[src/rtl/yarp_pkg.sv]
// Shared types for the yarp memory-side blocks: arbiter FSM states, owner
// encoding and the load/store byte-enable codes.
package yarp_pkg;

    localparam logic [1:0] BYTE      = 2'b00;
    localparam logic [1:0] HALF_WORD = 2'b01;
    localparam logic [1:0] WORD      = 2'b11;

    localparam int ARB_CNT_W = 16;

    typedef enum logic [1:0] {
        IDLE     = 2'd0,
        ISSUE    = 2'd1,
        WAIT_RSP = 2'd2
    } mem_arb_state_e;

    typedef enum logic {
        OWN_IMEM = 1'b0,
        OWN_DMEM = 1'b1
    } mem_owner_e;

    // One-hot winner bit positions produced by yarp_mem_arb_sel
    localparam int WIN_IMEM = 0;
    localparam int WIN_DMEM = 1;

endpackage

[src/rtl/yarp_mem_arb_sel.sv]
// Two-way request selector: a lone request always wins; on a collision the
// pointer names the favoured requester. Output is one-hot (or zero).
module yarp_mem_arb_sel
    import yarp_pkg::*;
(
    input  logic       imem_req_i,
    input  logic       dmem_req_i,
    input  mem_owner_e ptr_i,
    output logic [1:0] win_o
);

    always_comb begin
        win_o = 2'b00;
        if (imem_req_i && dmem_req_i) begin
            if (ptr_i == OWN_DMEM) win_o[WIN_DMEM] = 1'b1;
            else                   win_o[WIN_IMEM] = 1'b1;
        end else if (dmem_req_i) begin
            win_o[WIN_DMEM] = 1'b1;
        end else if (imem_req_i) begin
            win_o[WIN_IMEM] = 1'b1;
        end
    end

endmodule

[src/rtl/yarp_mem_arb.sv]
// Fetch/data arbiter onto a single memory port, one transaction in flight.
// Define YARP_MEM_ARB_RR_EN for round-robin collisions; otherwise data wins.
module yarp_mem_arb
    import yarp_pkg::*;
#(
    parameter int RSP_TIMEOUT = 255
) (
    input  logic        clk,
    input  logic        reset,

    input  logic        imem_req_i,
    input  logic [31:0] imem_addr_i,
    output logic        imem_gnt_o,
    output logic        imem_rvalid_o,
    output logic [31:0] imem_rdata_o,

    input  logic        dmem_req_i,
    input  logic [31:0] dmem_addr_i,
    input  logic [1:0]  dmem_byte_en_i,
    input  logic        dmem_wr_i,
    input  logic [31:0] dmem_wr_data_i,
    output logic        dmem_gnt_o,
    output logic        dmem_rvalid_o,
    output logic [31:0] dmem_rdata_o,

    output logic        mem_req_o,
    output logic [31:0] mem_addr_o,
    output logic [1:0]  mem_byte_en_o,
    output logic        mem_wr_o,
    output logic [31:0] mem_wr_data_o,
    input  logic        mem_gnt_i,
    input  logic        mem_rvalid_i,
    input  logic [31:0] mem_rdata_i,

    output logic        err_o
);

    localparam logic [ARB_CNT_W-1:0] TMO = ARB_CNT_W'(RSP_TIMEOUT);

    mem_arb_state_e       state_q, state_d;
    mem_owner_e           owner_q, owner_d;
    logic [31:0]          addr_q, addr_d;
    logic [1:0]           be_q, be_d;
    logic                 wr_q, wr_d;
    logic [31:0]          wdata_q, wdata_d;
    logic [ARB_CNT_W-1:0] cnt_q, cnt_d;
    logic [1:0]           win;
    logic                 timeout;
    mem_owner_e           sel_ptr;

`ifdef YARP_MEM_ARB_RR_EN
    mem_owner_e ptr_q, ptr_d;
    assign sel_ptr = ptr_q;
`else
    assign sel_ptr = OWN_DMEM;
`endif

    yarp_mem_arb_sel u_sel (
        .imem_req_i (imem_req_i),
        .dmem_req_i (dmem_req_i),
        .ptr_i      (sel_ptr),
        .win_o      (win)
    );

    always_comb begin
        state_d = state_q;
        owner_d = owner_q;
        addr_d  = addr_q;
        be_d    = be_q;
        wr_d    = wr_q;
        wdata_d = wdata_q;
        cnt_d   = cnt_q;
        timeout = 1'b0;
`ifdef YARP_MEM_ARB_RR_EN
        ptr_d   = ptr_q;
`endif
        case (state_q)
            IDLE: begin
                if (win[WIN_DMEM]) begin
                    state_d = ISSUE;
                    owner_d = OWN_DMEM;
                    addr_d  = dmem_addr_i;
                    be_d    = dmem_byte_en_i;
                    wr_d    = dmem_wr_i;
                    wdata_d = dmem_wr_data_i;
                end else if (win[WIN_IMEM]) begin
                    state_d = ISSUE;
                    owner_d = OWN_IMEM;
                    addr_d  = imem_addr_i;
                    be_d    = WORD;
                    wr_d    = 1'b0;
                    wdata_d = '0;
                end
            end
            ISSUE: begin
                if (mem_gnt_i) begin
                    state_d = WAIT_RSP;
                    cnt_d   = '0;
`ifdef YARP_MEM_ARB_RR_EN
                    ptr_d   = (owner_q == OWN_DMEM) ? OWN_IMEM : OWN_DMEM;
`endif
                end
            end
            WAIT_RSP: begin
                // A real response in the timeout cycle still counts as a response
                if (mem_rvalid_i) begin
                    state_d = IDLE;
                end else if (cnt_q == TMO) begin
                    timeout = 1'b1;
                    state_d = IDLE;
                end else begin
                    cnt_d = cnt_q + 1'b1;
                end
            end
            default: state_d = IDLE;
        endcase
    end

    always_ff @(posedge clk) begin
        if (reset) begin
            state_q <= IDLE;
            owner_q <= OWN_IMEM;
            addr_q  <= '0;
            be_q    <= '0;
            wr_q    <= 1'b0;
            wdata_q <= '0;
            cnt_q   <= '0;
`ifdef YARP_MEM_ARB_RR_EN
            ptr_q   <= OWN_DMEM;
`endif
        end else begin
            state_q <= state_d;
            owner_q <= owner_d;
            addr_q  <= addr_d;
            be_q    <= be_d;
            wr_q    <= wr_d;
            wdata_q <= wdata_d;
            cnt_q   <= cnt_d;
`ifdef YARP_MEM_ARB_RR_EN
            ptr_q   <= ptr_d;
`endif
        end
    end

    // Handshake outputs are masked during reset so an abandoned
    // transaction never reports a response or an error.
    logic        in_issue, in_wait, rsp_vld, own_d;
    logic [31:0] rsp_data;

    assign in_issue = (state_q == ISSUE) && !reset;
    assign in_wait  = (state_q == WAIT_RSP) && !reset;
    assign own_d    = (owner_q == OWN_DMEM);
    assign rsp_vld  = in_wait && (mem_rvalid_i || timeout);
    assign rsp_data = (in_wait && !timeout) ? mem_rdata_i : '0;

    assign mem_req_o     = in_issue;
    assign mem_addr_o    = addr_q;
    assign mem_byte_en_o = be_q;
    assign mem_wr_o      = wr_q;
    assign mem_wr_data_o = wdata_q;

    assign imem_gnt_o    = in_issue && !own_d && mem_gnt_i;
    assign dmem_gnt_o    = in_issue &&  own_d && mem_gnt_i;
    assign imem_rvalid_o = rsp_vld && !own_d;
    assign dmem_rvalid_o = rsp_vld &&  own_d;
    assign imem_rdata_o  = own_d ? '0 : rsp_data;
    assign dmem_rdata_o  = own_d ? rsp_data : '0;
    assign err_o         = in_wait && timeout;

endmodule

[config.mk]
export PLATFORM = sky130hd
export DESIGN_NAME = yarp_mem_arb
export DESIGN_NICKNAME = d
export VERILOG_FILES = /design/src/rtl/yarp_pkg.sv /design/src/rtl/yarp_mem_arb_sel.sv /design/src/rtl/yarp_mem_arb.sv
export SDC_FILE = /design/constraint.sdc
export NUM_CORES = 1
export LEC_CHECK = 0
export CORE_UTILIZATION = 36
export DETAILED_ROUTE_END_ITERATION = 7
export PLACE_DENSITY = 0.81
export RECOVER_POWER = 50
export SYNTH_ARGS = -nofsm -noshare
export SYNTH_HDL_FRONTEND = slang
export SYNTH_SLANG_ARGS = --single-unit
[constraint.sdc]
create_clock -name clk -period 2.8 [get_ports clk]
set_input_delay 0.56 -clock clk [delete_from_list [all_inputs] [get_ports clk]]
set_output_delay 0.56 -clock clk [all_outputs]
set_load 0.01 [all_outputs]
==> results of run 1 <==
-- worst max-delay path: cells and delay by family (launching register included) --
| kind | cells | cell delay (ns) |
|---|---|---|
| and+or+nand+nor | 5 | 0.89 |
| DFF | 1 | 0.35 |
| buffers and inverters | 4 | 0.54 |
-- timing repair --
action,4_1_cts,5_1_grt
setup endpoints to repair,64,35
gates cloned,1,0
endpoints found under the hold margin,0,0
pin swaps,6,4
setup buffers,4,1
resized for setup,78,70
-- registers in the layout, summed over array words and instances (netlist names) --
signal,flops
mem_wr_o,1
mem_byte_en_o,2
mem_wr_data_o,32
mem_addr_o,32
own_d,1
cnt_q,16
state_q,2
-- cell families after synthesis --
kind of cell / Yosys count / share of synthesized area
fa+ha+maj: 1 / 0.00310
flops: 86 / 0.426
mux: 32 / 0.0793
simple gates: 199 / 0.260
buf+inv: 34 / 0.0381
compound gates: 105 / 0.191
xor+xnor: 1 / 0.00217
-- cells in the mapped netlist (all sizes together) (3+ instances only) --
cell | instances | area (sq um)
a41oi | 4 | 53.8
a21oi | 12 | 63.8
a31oi | 5 | 31.3
a211oi | 32 | 240
o21ai | 11 | 58.8
nand4 | 3 | 18.8
and3 | 4 | 26.3
nor3 | 5 | 35.0
mux2i | 32 | 320
and2 | 66 | 413
dfxtp | 86 | 1720
nand2 | 9 | 36.3
a22oi | 33 | 248
clkbuf | 20 | 75.1
buf | 14 | 78.8
nor2 | 91 | 349
nand3 | 10 | 50.1
-- metrics by stage --
step | instances | TNS [ns] | power [uW]
final | 873 | 0 | 3010
after global routing | 873 | 0 | 3160
after global placement | 851 | 0 | 2160
after CTS | 871 | -1.71 | 3080
after detailed placement | 851 | -0.0939 | 2180
after floorplan | 458 | 0 | 1710
-- area by class of cell --
cell class                      instances  share of cell area
Timing Repair Buffer                  293               0.387
Multi-Input combinational cell        338               0.311
Clock buffer                           12              0.0235
Clock inverter                          3             0.00605
Tap cell                              140              0.0249
Sequential cell                        86               0.247
Antenna cell                            1            0.000356
-- final timing paths --
check	to	slack, ns	cells past startpoint
max	imem_rdata_o[26]	0.11	9
min	cnt_q[0]	0.50	1
max reg2reg	mem_wr_data_o[13]	0.46	5
min reg2reg	cnt_q[0]	0.50	1
-- layer usage --
metal,part of all wire,vias up
met5,0,-
met4,0.043,0
met3,0.074,39
met2,0.53,223
met1,0.35,1981
li1,-,2165
-- power groups by stage --
stage                     Combinational (uW)  Clock [uW]  Sequential [uW]
after detailed placement                 786           0             1400
after global routing                     812         975             1380
after CTS                                788         919             1370
after global placement                   771           0             1390
final                                    752         898             1360
after floorplan                          276           0             1430
==> results_tabular.tex, run 1 <==
\begin{tabular}{lr}
\hline
Metric & Value \\
\hline
\multicolumn{2}{l}{\textbf{Outcome}} \\
\quad Result of the run & finished, violations left \\
\quad Violated checks & max-capacitance violations, max-slew violations \\
\multicolumn{2}{l}{\textbf{Power and ir drop}} \\
\quad Part of the power in registers & 0.453 \\
\quad Sw Ratio & 0.265 \\
\quad Worst ir drop on vdd & 0.000254 V \\
\quad P\_leak & 0.00308 uW \\
\quad Internal power component & 2210 uW \\
\quad Clock power share & 0.298 \\
\quad Power dissipated by switching net loads & 799 uW \\
\quad P per Cell Area & 428 mW/mm\^{}2 \\
\quad Combinational power share & 0.249 \\
\multicolumn{2}{l}{\textbf{Clock tree}} \\
\quad Number of buffers inserted during clock tree synthesis & 9 \\
\quad Clock slew at reported path FFs & 0.07 ns \\
\quad Number of sinks on the clock net & 86 \\
\quad Maximum clock insertion buffer count & 2 \\
\quad H-tree levels & 3 \\
\quad Number of hold-repair buffers added at the cts stage & 0 \\
\quad Buffer cell driving the clock tree root & clkbuf\_8 \\
\quad Later-pin clock latency in the skew report & 0.35 ns \\
\quad Clock tree from TritonCTS & done \\
\multicolumn{2}{l}{\textbf{Drt}} \\
\quad Drt drc & 0 \\
\quad Routed vias/inst & 5.05 \\
\quad DRT Wirelength & 13,700 um \\
\quad Number of iterations in the first detailed-routing pass & 4 \\
\quad DRT iter0 DRCs & 195 \\
\quad Routed vias & 4,408 \\
\quad Residual antenna-violating net count after detailed routing & 0 \\
\quad Average wire per cell in the routed design & 15.7 um \\
\multicolumn{2}{l}{\textbf{Synthesis}} \\
\quad Syn. warnings & 0 \\
\quad Async set-reset flop share out of synthesis & 0 \\
\quad Netlist cell types & 44 \\
\quad Count of flip-flops with a built-in enable after synthesis & 0 \\
\quad Average footprint of a synthesized cell & 8.82 sq um \\
\quad Number of synthesized register bits & 86 \\
\quad Mapped Area & 0.00404 sq mm \\
\quad Top FF cell, synth & dfxtp\_1 \\
\quad Post-synthesis sequential area ratio & 0.426 \\
\quad Cell count after synthesis & 458 \\
\quad Nets in the synthesized netlist & 596 \\
\multicolumn{2}{l}{\textbf{Worst setup path}} \\
\quad Data arrival at the endpoint of the critical path & 2.13 ns \\
\quad Required time at the endpoint of the critical path & 2.24 ns \\
\quad Critical-path maximum fanout & 16 \\
\quad Crit start category & register \\
\quad Slowest CP cell & dfxtp\_1 \\
\quad Most frequent CP cell & buf\_12 \\
\quad Cell Chain, Critical Path & nor4\_4 > nand4\_1 > nor2\_2 > buf\_4 > nor3\_4 > buf\_12 > buf\_12 > and2\_1 > buf\_2 \\
\quad Worst r2r src & state\_q[0] \\
\quad Critical path origin & cnt\_q[15] \\
\quad Sort of element at the end of the critical path & primary output \\
\quad Maximum cell stage delay along the critical path & 0.35 ns \\
\quad Setup Crit Path Kind & register to primary output \\
\multicolumn{2}{l}{\textbf{Final layout}} \\
\quad Final standard cell utilization of the core & 0.646 \\
\quad Number of filler cells placed in the layout & 926 \\
\quad Fraction of layout cells with a size suffix above 1 & 0.133 \\
\quad Most common library cell in the layout ignoring fill and taps & clkdlybuf4s50\_1 \\
\quad Area occupied by registers & 0.00174 sq mm \\
\quad Combined area of the multi-input logic cells & 0.00219 sq mm \\
\quad Post-layout net count & 866 \\
\quad Highest-count cells in the layout ignoring fill and taps & clkdlybuf4s50\_1, nor2\_1, dfxtp\_1, and2\_1, dlygate4sd3\_1 \\
\quad Area Growth Syn to Fin & 74.2\% \\
\quad Finished layout cell area & 0.00703 sq mm \\
\multicolumn{2}{l}{\textbf{Global routing}} \\
\quad Initial antenna violation count & 1 \\
\quad Global routing usage summed across all routing layers & 0.231 \\
\quad Highest-utilization routing layer at the global route stage & met2 \\
\quad Number of global-route vias before repair & 4,263 \\
\quad GR Util met1 & 0.227 \\
\quad Pin count of the biggest net entering global routing & 67 \\
\quad Global-route met2 utilization & 0.451 \\
\quad Global-route wire length before repair & 20,800 um \\
\quad Grt met3 use & 0.0496 \\
\quad Remaining global-route overflow & 0 \\
\multicolumn{2}{l}{\textbf{Die}} \\
\quad Die outline area & 0.0116 sq mm \\
\quad Die Width & 108 um \\
\quad Core Footprint & 0.0109 sq mm \\
\quad Count of pins on the block boundary & 274 \\
\quad Starting utilization of the core area & 0.371 \\
\quad Number of placement rows & 38 \\
\quad Die Ht & 108 um \\
\multicolumn{2}{l}{\textbf{STA}} \\
\quad Worst hold margin & 0.497 ns \\
\quad Maximum achievable frequency & 372 MHz \\
\quad Count of endpoints failing setup in the final report & 0 \\
\quad Shortest period the worst path allows & 2.69 ns \\
\quad Final clock skew & 0.0107 ns \\
\quad RSZ-0062 raised after global routing & no \\
\quad Actual transition at the worst max-transition pin & 1.63 ns \\
\quad Share of the clock period used by the worst path after layout & 0.960 \\
\quad Slew Limit Headroom & -0.0844 \\
\quad Final hold viol count & 0 \\
\quad Slew Viols, Final & 36 \\
\quad Crit path setup slack, layout & 0.111 ns \\
\multicolumn{2}{l}{\textbf{Place}} \\
\quad Post-place setup slack & -0.0160 ns \\
\quad HPWL Detailed & 10,800 um \\
\quad Number of input and output port buffers inserted & 273 \\
\quad Routability Congestion & 0.889 \\
\quad Cell Area, Placed & 0.00693 sq mm \\
\multicolumn{2}{l}{\textbf{Hold path}} \\
\quad Hold Startpoint & cnt\_q[0] \\
\quad HP Class & register to register \\
\multicolumn{2}{l}{\textbf{Job}} \\
\quad Maximum capacitance violations & 1 \\
\hline
\end{tabular}
(Power assumes the default switching activity.)
==> inputs of run 2 (changes only) <==
Settings changed: SKIP_CTS_REPAIR_TIMING set to 1.
==> run 2 against run 1 <==
The run still ends with max-capacitance violations, max-slew violations left. Routed wire length rose by 4.6%. Sequential share of layout area decreased by 1.3 points. Hold slack got worse by 0.032 ns. Sequential power hardly changed. Clock-buffer cell count did not move. Sequential cell count unchanged. Highest routed layer unchanged.
==> results_tabular.tex, run 2 (synthesis gave the netlist of run 1 again) <==
\begin{tabular}{lr}
\hline
Metric & Value \\
\hline
\multicolumn{2}{l}{\textbf{Power and ir drop}} \\
\quad Power dissipated by switching net loads & 801 uW \\
\quad Sw Ratio & 0.265 \\
\quad Worst ir drop on vdd & 0.000254 V \\
\quad Post-layout total power & 3020 uW \\
\quad Clock power share & 0.297 \\
\quad Part of the power in registers & 0.452 \\
\quad Combinational power share & 0.251 \\
\quad P per Cell Area & 409 mW/mm\^{}2 \\
\quad Internal power component & 2220 uW \\
\quad P\_leak & 0.00411 uW \\
\multicolumn{2}{l}{\textbf{Final layout}} \\
\quad Most common library cell in the layout ignoring fill and taps & clkdlybuf4s50\_1 \\
\quad Highest-count cells in the layout ignoring fill and taps & clkdlybuf4s50\_1, nor2\_1, dfxtp\_1, dlymetal6s2s\_1, and2\_1 \\
\quad Final standard cell utilization of the core & 0.678 \\
\quad Fraction of layout cells with a size suffix above 1 & 0.0820 \\
\quad Post-layout net count & 866 \\
\quad Finished layout cell area & 0.00738 sq mm \\
\quad Number of filler cells placed in the layout & 838 \\
\quad Area Growth Syn to Fin & 82.8\% \\
\multicolumn{2}{l}{\textbf{Clock tree}} \\
\quad H-tree levels & 3 \\
\quad Buffer cell driving the clock tree root & clkbuf\_8 \\
\quad Number of sinks on the clock net & 86 \\
\quad Clock tree from TritonCTS & done \\
\quad Later-pin clock latency in the skew report & 0.35 ns \\
\quad Number of buffers inserted during clock tree synthesis & 9 \\
\quad Clock slew at reported path FFs & 0.08 ns \\
\quad Maximum clock insertion buffer count & 2 \\
\multicolumn{2}{l}{\textbf{Drt}} \\
\quad DRT iter0 DRCs & 225 \\
\quad DRT Wirelength & 14,300 um \\
\quad Routed vias/inst & 5.09 \\
\quad Number of iterations in the first detailed-routing pass & 5 \\
\quad Drt drc & 0 \\
\quad Average wire per cell in the routed design & 16.4 um \\
\quad Routed vias & 4,446 \\
\quad Residual antenna-violating net count after detailed routing & 0 \\
\multicolumn{2}{l}{\textbf{Die}} \\
\quad Die Width & 108 um \\
\quad Die Ht & 108 um \\
\quad Starting utilization of the core area & 0.371 \\
\quad Die outline area & 0.0116 sq mm \\
\quad Core Footprint & 0.0109 sq mm \\
\quad Number of placement rows & 38 \\
\quad Count of pins on the block boundary & 274 \\
\multicolumn{2}{l}{\textbf{Worst setup path}} \\
\quad Number of buffers and inverters on the critical path & 3 \\
\quad Required time at the endpoint of the critical path & 2.24 ns \\
\quad Sort of element at the end of the critical path & primary output \\
\quad Maximum cell stage delay along the critical path & 0.36 ns \\
\quad Critical-path maximum fanout & 8 \\
\quad Worst r2r src & state\_q[0] \\
\quad Cell Chain, Critical Path & ha\_1 > and4\_4 > nand4\_1 > nor2\_2 > nor3\_4 > buf\_12 > clkbuf\_16 > and2\_1 > dlymetal6s2s\_1 \\
\quad Data arrival at the endpoint of the critical path & 2.17 ns \\
\quad Endpoint of the most critical register-to-register path & mem\_wr\_data\_o[13] \\
\quad Top cell family by delay on the critical path & simple AND/OR/NAND/NOR gates \\
\quad Setup Crit Path Kind & register to primary output \\
\quad Worst reg-to-reg setup slack & 0.43 ns \\
\quad Crit start category & register \\
\quad Number of cells traversed by the worst register-to-register path & 5 \\
\quad Slowest CP cell & dfxtp\_2 \\
\multicolumn{2}{l}{\textbf{Hold path}} \\
\quad Worst hold path cell count & 2 \\
\quad Worst hold endpoint & cnt\_q[1] \\
\quad Hold Startpoint & cnt\_q[1] \\
\quad HP Class & register to register \\
\multicolumn{2}{l}{\textbf{Outcome}} \\
\quad Violated checks & max-capacitance violations, max-slew violations \\
\quad Result of the run & finished, violations left \\
\multicolumn{2}{l}{\textbf{STA}} \\
\quad Final hold viol count & 0 \\
\quad Slew Limit Headroom & -0.107 \\
\quad Count of endpoints failing setup in the final report & 0 \\
\quad Share of the clock period used by the worst path after layout & 0.975 \\
\quad Actual transition at the worst max-transition pin & 1.66 ns \\
\quad Crit path setup slack, layout & 0.0686 ns \\
\quad Slew Viols, Final & 36 \\
\quad Maximum achievable frequency & 366 MHz \\
\quad Final clock skew & 0.00722 ns \\
\quad Shortest period the worst path allows & 2.73 ns \\
\multicolumn{2}{l}{\textbf{Place}} \\
\quad Routability Congestion & 0.889 \\
\quad Number of input and output port buffers inserted & 273 \\
\quad Post-place setup slack & -0.0160 ns \\
\quad Cell Area, Placed & 0.00693 sq mm \\
\quad HPWL Detailed & 10,800 um \\
\multicolumn{2}{l}{\textbf{Global routing}} \\
\quad Remaining global-route overflow & 0 \\
\quad Initial antenna violation count & 1 \\
\quad Global routing usage summed across all routing layers & 0.228 \\
\quad Pin count of the biggest net entering global routing & 67 \\
\quad Global-route wire length before repair & 20,500 um \\
\quad Number of global-route vias before repair & 4,199 \\
\multicolumn{2}{l}{\textbf{Job}} \\
\quad Maximum capacitance violations & 1 \\
\hline
\end{tabular}
run 2: cell types whose count changed in the layout (fill, tap and decap cells not counted), moves of 2 or more:
cell / before / now
dfxtp_2: 5 / 3
dlymetal6s2s_1: 1 / 67
dfxtp_1: 79 / 83
clkbuf_2: 32 / 1
dlygate4sd2_1: 34 / 0
dfxtp_4: 2 / 0
run 2: cell type report:
cell class	count	area (sq um)	share of cell area
clock buffer	12	165	0.0224
antenna	1	2.50	0.000339
tap	140	175	0.0237
timing repair buffer	293	3090	0.419
sequential	86	1730	0.234
clock inverter	3	42.5	0.00576
multi-input combinational	338	2180	0.295
run 2: power by group through the flow:
stage | Sequential (uW) | Clock (uW) | Combinational, uW
final | 1370 | 896 | 759
after floorplan | 1430 | 0 | 276
after global routing | 1380 | 975 | 819
after detailed placement | 1400 | 0 | 786
after global placement | 1390 | 0 | 771
after CTS | 1370 | 919 | 789
run 2: worst max path at each step:
stage	startpoint	end	cells after the start
6_report	cnt_q[0]	imem_rdata_o[19]	9
5_1_grt	cnt_q[0]	imem_rdata_o[19]	9
4_1_cts	cnt_q[0]	imem_rdata_o[2]	8
3_5_place_dp	reset	imem_rdata_o[2]	6
3_3_place_gp	mem_rvalid_i	dmem_rdata_o[11]	6
2_1_floorplan	cnt_q[0]	imem_rdata_o[10]	7
run 2: per-stage QoR:
stage / hold WS [ns] / setup TNS, ns / cells
floorplan: 0.449 / 0 / 458
global placement: 0.465 / 0 / 851
detailed placement: 0.471 / -0.0939 / 851
CTS: 0.481 / -12.80 / 866
global route: 0.484 / -0.496 / 873
finish: 0.465 / 0 / 873
run 2: metal layers:
layer / routed length (um) / track usage / vias to the layer above
met5: 0 / 0 / -
met4: 527 / 0.116 / 0
met3: 1030 / 0.0496 / 33
met2: 7530 / 0.438 / 210
met1: 5230 / 0.229 / 2041
li1: - / - / 2162
run 2: worst register-to-register path: cells and delay by family, from the launching register on:
family                 cells  cell delay [ns]
AOI/OAI and AO/OA          2             0.33
DFF                        1             0.44
and+or+nand+nor            2             0.33
buffers and inverters      1             1.22
==> inputs of run 3 (changes only) <==
Settings changed: ABC_AREA set to 1, CORE_UTILIZATION 36 to 38, PLACE_DENSITY 0.81 to 0.82.
==> run 3 against run 2 <==
The run still ends with max-capacitance violations, max-slew violations left. Sequential cell count stayed put. Via count rose by 19%. Final area is 5.0% higher. Cell count is 25% higher. Clock-buffer cell count shrank 3. Hold slack worse by 0.0053 ns. Area after synthesis up 10%. Combinational power rose by 2%. Worst setup slack better by 0.076 ns. Global-route usage up 1.3 points. Sequential power about the same. Fmax is 2.9% higher. Critical endpoint is now err_o.
==> results_tabular.tex, run 3 <==
\begin{tabular}{lr}
\hline
Metric & Value \\
\hline
\multicolumn{2}{l}{\textbf{Outcome}} \\
\quad Result of the run & finished, violations left \\
\quad Violated checks & max-capacitance violations, max-slew violations \\
\multicolumn{2}{l}{\textbf{Synthesis}} \\
\quad Post-synthesis sequential area ratio & 0.387 \\
\quad Dominant cell by count in the synthesized netlist & nand2\_1 \\
\quad Number of synthesized register bits & 86 \\
\quad Post-synth top area share & 0.387 \\
\quad Cell count after synthesis & 689 \\
\quad Netlist cell types & 31 \\
\quad Average footprint of a synthesized cell & 6.46 sq um \\
\quad Count of flip-flops with a built-in enable after synthesis & 0 \\
\quad Commonest cells in the synthesized netlist & nand2\_1, a21oi\_1, inv\_1 \\
\quad Nets in the synthesized netlist & 827 \\
\quad Async set-reset flop share out of synthesis & 0 \\
\quad Top FF cell, synth & dfxtp\_1 \\
\quad Area contributors post-synth & dfxtp\_1, a21oi\_1, nand2\_1, nor3\_1, inv\_1 \\
\quad Library cell with the largest summed area after synthesis & dfxtp\_1 \\
\quad Syn. warnings & 0 \\
\quad Mapped Area & 0.00445 sq mm \\
\multicolumn{2}{l}{\textbf{Die}} \\
\quad Number of placement rows & 39 \\
\quad Die outline area & 0.0122 sq mm \\
\quad Die Width & 110 um \\
\quad Count of pins on the block boundary & 274 \\
\quad Starting utilization of the core area & 0.390 \\
\quad Die Ht & 110 um \\
\quad Core Footprint & 0.0114 sq mm \\
\multicolumn{2}{l}{\textbf{Global routing}} \\
\quad Remaining global-route overflow & 0 \\
\quad Initial antenna violation count & 0 \\
\quad Global routing usage summed across all routing layers & 0.241 \\
\quad Pin count of the biggest net entering global routing & 65 \\
\quad Number of global-route vias before repair & 4,687 \\
\quad Global-route wire length before repair & 22,700 um \\
\multicolumn{2}{l}{\textbf{Final layout}} \\
\quad Final standard cell count with taps included and fillers excluded & 1,093 \\
\quad Number of inserted diodes & 0 \\
\quad Highest-count cells in the layout ignoring fill and taps & clkdlybuf4s50\_1, nand2\_1, a21oi\_1, inv\_1, dfxtp\_1 \\
\quad Post-layout net count & 1,083 \\
\quad Most common library cell in the layout ignoring fill and taps & clkdlybuf4s50\_1 \\
\quad Area Growth Syn to Fin & 74.0\% \\
\quad Fraction of layout cells with a size suffix above 1 & 0.0526 \\
\multicolumn{2}{l}{\textbf{STA}} \\
\quad RSZ-0062 raised after global routing & no \\
\quad Shortest period the worst path allows & 2.66 ns \\
\quad Slew Limit Headroom & -0.0130 \\
\quad Worst hold margin & 0.460 ns \\
\quad Maximum achievable frequency & 377 MHz \\
\quad Actual transition at the worst max-transition pin & 1.52 ns \\
\quad Slew Viols, Final & 36 \\
\quad Setup TNS after final layout & 0 ns \\
\quad Final clock skew & 0.00616 ns \\
\quad Count of endpoints failing setup in the final report & 0 \\
\quad Final hold viol count & 0 \\
\quad Share of the clock period used by the worst path after layout & 0.948 \\
\multicolumn{2}{l}{\textbf{Worst setup path}} \\
\quad Sort of element at the end of the critical path & primary output \\
\quad Data arrival at the endpoint of the critical path & 2.10 ns \\
\quad Setup Crit Path Kind & register to primary output \\
\quad Critical-path maximum fanout & 6 \\
\quad Maximum cell stage delay along the critical path & 0.57 ns \\
\quad Slowest CP cell & clkdlybuf4s50\_1 \\
\quad Top cell family by delay on the critical path & simple AND/OR/NAND/NOR gates \\
\quad Cell Chain, Critical Path & ha\_2 > nand3\_2 > nor2\_4 > nand3\_1 > nor3\_1 > clkdlybuf4s50\_1 \\
\quad Number of buffers and inverters on the critical path & 1 \\
\quad Crit start category & register \\
\quad Required time at the endpoint of the critical path & 2.24 ns \\
\multicolumn{2}{l}{\textbf{Drt}} \\
\quad DRT Wirelength & 15,300 um \\
\quad Routed vias/inst & 4.84 \\
\quad Number of iterations in the first detailed-routing pass & 6 \\
\quad Routed vias & 5,289 \\
\quad DRT iter0 DRCs & 347 \\
\quad Average wire per cell in the routed design & 14.0 um \\
\quad Drt drc & 0 \\
\quad Residual antenna-violating net count after detailed routing & 0 \\
\multicolumn{2}{l}{\textbf{Clock tree}} \\
\quad Clock tree from TritonCTS & done \\
\quad Number of sinks on the clock net & 86 \\
\quad Clock slew at reported path FFs & 0.07 ns \\
\quad Number of buffers inserted during clock tree synthesis & 9 \\
\quad Later-pin clock latency in the skew report & 0.35 ns \\
\quad Buffer cell driving the clock tree root & clkbuf\_16 \\
\quad H-tree levels & 3 \\
\quad Maximum clock insertion buffer count & 2 \\
\multicolumn{2}{l}{\textbf{Power and ir drop}} \\
\quad P\_leak & 0.00429 uW \\
\quad Worst ir drop on vdd & 0.000415 V \\
\quad Post-layout total power & 3390 uW \\
\quad P per Cell Area & 438 mW/mm\^{}2 \\
\multicolumn{2}{l}{\textbf{Hold path}} \\
\quad HP Class & register to register \\
\multicolumn{2}{l}{\textbf{Place}} \\
\quad Number of instances in the placed design & 1,076 \\
\quad HPWL Detailed & 11,200 um \\
\quad Number of input and output port buffers inserted & 273 \\
\quad Routability Congestion & 0.820 \\
\multicolumn{2}{l}{\textbf{Job}} \\
\quad Maximum capacitance violations & 1 \\
\hline
\end{tabular}
==> run 3: cell types whose count changed after synthesis, moves of 9 or more <==
cell	change
mux2i_1	-32
nor3_1	+67
a211oi_1	-32
o21ai_0	+25
a21oi_1	+99
nor2_1	-15
and2_1	-66
nand3_1	+9
inv_1	+87
a22oi_1	-33
nand2_1	+126
==> run 3: logic make-up after synthesis <==
group                      Yosys count  synth area share
adders and majority gates            1           0.00281
DFF                                 86             0.387
xor gates and xnor gates             2           0.00393
AOI/OAI and AO/OA                  147             0.169
buffers and inverters              138             0.128
and+or+nand+nor                    315             0.310
==> run 3: per-stage QoR <==
| step | cell area [sq um] | utilization | setup slack (ns) |
|---|---|---|---|
| 6_report | 7750 | 0.679 | 0.145 |
| 5_1_grt | 7750 | 0.679 | 0.00802 |
| 4_1_cts | 7610 | 0.666 | -0.104 |
| 3_5_place_dp | 7290 | 0.639 | 0.0127 |
| 3_3_place_gp | 7290 | 0.639 | 0.0269 |
| 2_1_floorplan | 4450 | - | 0.851 |
==> run 3: path summary, 6_finish.rpt <==
| check | start | endpoint | slack, ns | cells past startpoint |
|---|---|---|---|---|
| max | cnt_q[0] | err_o | 0.14 | 6 |
| min | mem_wr_data_o[8] | mem_wr_data_o[8] | 0.46 | 2 |
| max reg2reg | cnt_q[0] | cnt_q[13] | 0.52 | 10 |
| min reg2reg | mem_wr_data_o[8] | mem_wr_data_o[8] | 0.46 | 2 |
==> run 3: cell type report <==
type / count / area (sq um)
Fill cell: 947 / 3670
Clock buffer: 9 / 225
Tap cell: 143 / 179
Inverter: 93 / 349
Clock inverter: 7 / 90.1
Timing Repair Buffer: 290 / 3040
Sequential cell: 86 / 1720
Multi-Input combinational cell: 465 / 2140
==> run 3: layer usage <==
layer,track usage,part of all wire
met5,0,0
met4,0.113,0.028
met3,0.0694,0.087
met2,0.396,0.48
met1,0.289,0.40
==> run 3: worst register-to-register path, cell delays in order, from the launching register on <==
cell and delay [ns]:
dfxtp_2 0.37, ha_2 0.22, nand3_2 0.14, nor2_4 0.17, nand2_1 0.08, nand3_1 0.38, nand2_1 0.51, nand2_1 0.17
nand2_1 0.06, nand2_1 0.05, inv_1 0.03
==> run 3: power breakdown <==
part           switching, uW  internal, uW  total (uW)
sequential              46.2          1320        1360
clock                    544           712        1260
combinational            374           397         771
total                    965          2430        3390
